**src/rtl/uart_rx.sv**
```systemverilog
// 8/N/1 UART receiver with 2-flop line synchronizer and one-entry valid/ready holding register.
// Define UART_RX_MAJORITY_EN to take each bit as a 3-sample majority around bit centre.
module uart_rx #(
    parameter int CLK_FREQ     = 250000,
    parameter int BAUD         = 9600,
    parameter int CLKS_PER_BIT = CLK_FREQ / BAUD
) (
    input  logic       i_clk,
    input  logic       i_rst_n,
    input  logic       i_in,
    output logic [7:0] o_data,
    output logic       o_valid,
    input  logic       i_ready,
    output logic       o_frame_err,
    output logic       o_overrun,
    output logic       o_busy
);
    localparam int CW = $clog2(CLKS_PER_BIT) + 1;
    localparam logic [CW-1:0] HALF_LOAD = CW'(CLKS_PER_BIT / 2 - 1);
    localparam logic [CW-1:0] FULL_LOAD = CW'(CLKS_PER_BIT - 1);

    typedef enum logic [2:0] {
        S_IDLE,
        S_START,
        S_DATA,
        S_STOP,
        S_WAIT_HIGH
    } state_t;

    state_t        r_state, w_state_nxt;
    logic [1:0]    r_sync;
    logic          w_line;
    logic [CW-1:0] r_cnt, w_cnt_nxt;
    logic [2:0]    r_idx, w_idx_nxt;
    logic [7:0]    r_shift, w_shift_nxt;
    logic          w_cnt_zero;
    logic          w_sample;
    logic          w_done;
    logic          w_ferr;
    logic [7:0]    r_data;
    logic          r_valid;
    logic          r_frame_err;
    logic          r_overrun;

    // Synchronizer resets to the idle level so release never looks like a start edge.
    always_ff @(posedge i_clk or negedge i_rst_n) begin
        if (!i_rst_n) r_sync <= 2'b11;
        else          r_sync <= {r_sync[0], i_in};
    end

    assign w_line     = r_sync[1];
    assign w_cnt_zero = (r_cnt == '0);

`ifdef UART_RX_MAJORITY_EN
    logic r_m2, r_m1;

    always_ff @(posedge i_clk or negedge i_rst_n) begin
        if (!i_rst_n) begin
            r_m2 <= 1'b1;
            r_m1 <= 1'b1;
        end else begin
            if (r_cnt == CW'(2)) r_m2 <= w_line;
            if (r_cnt == CW'(1)) r_m1 <= w_line;
        end
    end

    assign w_sample = (r_m2 & r_m1) | (r_m2 & w_line) | (r_m1 & w_line);
`else
    assign w_sample = w_line;
`endif

    always_ff @(posedge i_clk or negedge i_rst_n) begin
        if (!i_rst_n) begin
            r_state <= S_IDLE;
            r_cnt   <= '0;
            r_idx   <= '0;
            r_shift <= '0;
        end else begin
            r_state <= w_state_nxt;
            r_cnt   <= w_cnt_nxt;
            r_idx   <= w_idx_nxt;
            r_shift <= w_shift_nxt;
        end
    end

    always_comb begin
        w_state_nxt = r_state;
        w_cnt_nxt   = r_cnt;
        w_idx_nxt   = r_idx;
        w_shift_nxt = r_shift;
        w_done      = 1'b0;
        w_ferr      = 1'b0;
        case (r_state)
            S_IDLE: begin
                if (!w_line) begin
                    w_state_nxt = S_START;
                    w_cnt_nxt   = HALF_LOAD;
                end
            end
            S_START: begin
                if (!w_cnt_zero) begin
                    w_cnt_nxt = r_cnt - 1'b1;
                end else if (!w_sample) begin
                    w_state_nxt = S_DATA;
                    w_cnt_nxt   = FULL_LOAD;
                    w_idx_nxt   = '0;
                end else begin
                    w_state_nxt = S_IDLE;
                end
            end
            S_DATA: begin
                if (!w_cnt_zero) begin
                    w_cnt_nxt = r_cnt - 1'b1;
                end else begin
                    w_shift_nxt = {w_sample, r_shift[7:1]};
                    w_cnt_nxt   = FULL_LOAD;
                    w_idx_nxt   = r_idx + 3'd1;
                    if (r_idx == 3'd7) w_state_nxt = S_STOP;
                end
            end
            S_STOP: begin
                if (!w_cnt_zero) begin
                    w_cnt_nxt = r_cnt - 1'b1;
                end else if (w_sample) begin
                    // Leave mid-stop-bit so a back-to-back start edge is not missed.
                    w_done      = 1'b1;
                    w_state_nxt = S_IDLE;
                end else begin
                    w_ferr      = 1'b1;
                    w_state_nxt = S_WAIT_HIGH;
                end
            end
            S_WAIT_HIGH: begin
                if (w_line) w_state_nxt = S_IDLE;
            end
            default: w_state_nxt = S_IDLE;
        endcase
    end

    // A completed byte may load into a full register only if it drains in the same cycle.
    always_ff @(posedge i_clk or negedge i_rst_n) begin
        if (!i_rst_n) begin
            r_data      <= '0;
            r_valid     <= 1'b0;
            r_frame_err <= 1'b0;
            r_overrun   <= 1'b0;
        end else begin
            r_frame_err <= w_ferr;
            r_overrun   <= 1'b0;
            if (w_done) begin
                if (!r_valid || i_ready) begin
                    r_data  <= r_shift;
                    r_valid <= 1'b1;
                end else begin
                    r_overrun <= 1'b1;
                end
            end else if (r_valid && i_ready) begin
                r_valid <= 1'b0;
            end
        end
    end

    assign o_data      = r_data;
    assign o_valid     = r_valid;
    assign o_frame_err = r_frame_err;
    assign o_overrun   = r_overrun;
    assign o_busy      = (r_state != S_IDLE);

endmodule
```
**config.mk**
```make
export PLATFORM = sky130hd
export DESIGN_NAME = uart_rx
export DESIGN_NICKNAME = d
export VERILOG_FILES = /design/src/rtl/uart_rx.sv
export SDC_FILE = /design/constraint.sdc
export NUM_CORES = 1
export LEC_CHECK = 0
export CAP_MARGIN = 40
export CORE_ASPECT_RATIO = 1.25
export CORE_MARGIN = 5
export CORE_UTILIZATION = 39
export CTS_BUF_LIST = sky130_fd_sc_hd__clkbuf_2
export CTS_CLUSTER_DIAMETER = 60
export DETAILED_ROUTE_END_ITERATION = 7
export DONT_BUFFER_PORTS = 1
export PLACE_DENSITY = 0.54
export SKIP_CTS_REPAIR_TIMING = 1
export SLEW_MARGIN = 20
export SYNTH_ARGS = -nofsm -noshare
export SYNTH_HDL_FRONTEND = slang
export SYNTH_SLANG_ARGS = --single-unit
```
**constraint.sdc**
```tcl
create_clock -name i_clk -period 2.33 [get_ports i_clk]
set_input_delay 0.466 -clock i_clk [delete_from_list [all_inputs] [get_ports i_clk]]
set_output_delay 0.466 -clock i_clk [all_outputs]
set_load 0.02 [all_outputs]
```
==> out/results.ini <==
[job]
cap_violations = 0

[clocking]
clkLatencyLatePin_ns = 0.38
clk_path_buf_depth = 2
cts-root-buf = clkbuf_2
cts.htree.levels = 2
cts_sinks = 33
cts_buffers = 5
cts_tree = yes
clkTransAtPathRegs_ns = 0.19

[floorplan]
die_w_um = 67.7
io_pins = 16
dieArea_sq_mm = 0.00556
die_y_um = 82.1
coreArea_sq_mm = 0.00407
fp-row-count = 26
initial_utilization_pct = 39.9

[synthesis]
ys_seq_elements = 33
yosysMostFrequentCell = dfrtp_1
synth_area_leader_cell = dfrtp_1
async_flop_share_pct = 100
ys_types = 43
ys_top_cells_by_area = dfrtp_1 (48%), mux2_4 (7.4%), mux2_2 (6.2%), dfstp_2 (3.2%), ha_1 (3.1%)
syn_area_per_cell_sq_um = 11.8
ys_seq_area_share_pct = 51.0
synth-edff-count = 0
synth_area_sq_mm = 0.00162
synth_top_area_share_pct = 47.8
synth_cells = 137
synth.net_count = 145
yosys-top-cells-count = dfrtp_1 (31), mux2_2 (9), mux2_4 (8), nor2_1 (8), o21ai_0 (8)
ys.flop_type = dfrtp_1
ys_warn_count = 0

[place]
place_hpwl_mm = 2.38
port_buffers = 0
gp_congestion = 0.825

[drt]
drt-total-wl_mm = 3.18
firstDrtPassIters = 4
ant_nets = 0
via_per_inst = 5.41
route.detailed.drc = 0
drtIter0Drc = 25
routedWlPerCell_um = 15.8
num_vias = 1087

[setup_path]
crit_required_ns = 1.86
crit_path_start_kind = flop
path_class = flop to output port
cp-end-kind = output port
crit_fanout = 10
worstPathArrival_ns = 1.57

[sta]
rsz0062_at_grt = false
whs_ns = 0.0806
tns_ns = 0
period_share_pct = 87.4
finClkSkew_ns = 0.0227
max_slew_margin_pct = 59.3
hold_viol_final = 0
fmax_mhz = 491
setup_viol = 0
period_minus_slack_ns = 2.04
worst_slew_pin_slew_ns = 0.608
slew_viol_final = 0

[cells_and_area]
drive_gt1_share_pct = 28.3
antennaDiodeCount = 0
area_delta_synth_final_pct = 11.0
n_fill_cell = 386
fin_nets = 152

[pwr]
vdd_drop_max_mv = 0.446
power_density_mw_per_mm2 = 981
leakage_nw = 0.839

[global_route]
track_usage_pct = 13.2
gr-total-overflow = 0
antenna_found_initial = 0
grt_first_pass_wirelength_mm = 5.38
grt_pass1_vias = 1080
grt_max_degree = 34

[status]
outcome = complete, no violations

[worst_hold_path]
hp-class = input pin to flop

-- routing by layer --
metal	wire, um	track usage (%)	share of wire, %
met4	74	6.49	2.3
met1	1300	15.5	41
met2	1660	21.1	52
met5	0	0	0
met3	146	4.60	4.6
-- critical path: stages (launching register included) --
cell and delay (ns):
dfrtp_1 0.51, buf_4 0.21, or3_1 0.48
-- flip-flops by register name, indices dropped and copies added (netlist names) --
register     cells
o_data           8
o_frame_err      1
o_overrun        1
o_valid          1
r_cnt            6
r_idx            3
r_shift          8
r_state          3
r_sync           2
-- placed cells by master, fill, tap and decap left out, drive strengths merged, types with 5 or more instances in the layout --
cell,Yosys,layout
dfrtp,31,31
o21ai,8,8
nor2,9,9
nor3,6,6
mux2,17,17
buf,2,6
a21oi,5,5
clkbuf,5,5
-- power by group --
group | total [mW] | internal (mW) | switching [mW]
clock network | 0.392 | 0.183 | 0.209
logic | 0.598 | 0.282 | 0.316
registers | 0.778 | 0.659 | 0.119
-- final timing paths --
check	depth (start not counted)	slack, ns	to	from
max in group asynchronous	2	1.55	r_sync[0]	i_rst_n
worst min register to register	0	0.37	r_sync[1]	r_sync[0]
worst max-delay path	2	0.29	o_busy	r_state[0]
worst min-delay path	0	0.08	r_sync[0]	i_in
worst max register to register	4	0.32	o_data[7]	r_cnt[2]
min in group asynchronous	2	0.49	r_cnt[3]	i_rst_n
-- stage by stage --
step	total power, mW	util [%]	cells	area, sq um	setup slack [ns]
2_1_floorplan	1.23	-	137	1620	0.471
3_3_place_gp	1.37	41.8	191	1700	0.371
3_5_place_dp	1.37	41.8	191	1700	0.354
4_1_cts	1.77	43.6	199	1770	0.272
5_1_grt	1.89	44.3	201	1800	0.174
6_report	1.77	44.3	201	1800	0.294
-- area by class of cell --
class                           instances  area [sq um]  share of cell area [%]
Timing Repair Buffer                    7          67.6                    3.75
Inverter                                4          15.0                   0.833
Multi-Input combinational cell         93           749                    41.6
Tap cell                               56          70.1                    3.89
Clock inverter                          3          46.3                    2.57
Clock buffer                            5          25.0                    1.39
Sequential cell                        33           828                    46.0
-- cells by family (layout without fill, tap and decap cells) --
kind of cell | count (synthesis) | count (layout) | share of synthesized area (%)
flip-flops | 33 | 33 | 51.0
AND/OR/NAND/NOR | 40 | 40 | 15.0
multiplexers | 18 | 18 | 14.3
AO/OA/AOI/OAI | 31 | 31 | 13.8
adder cells (fa/ha/maj) | 4 | 4 | 3.08
buffers and inverters | 11 | 19 | 2.78
Power figures use the tool's default switching activity.
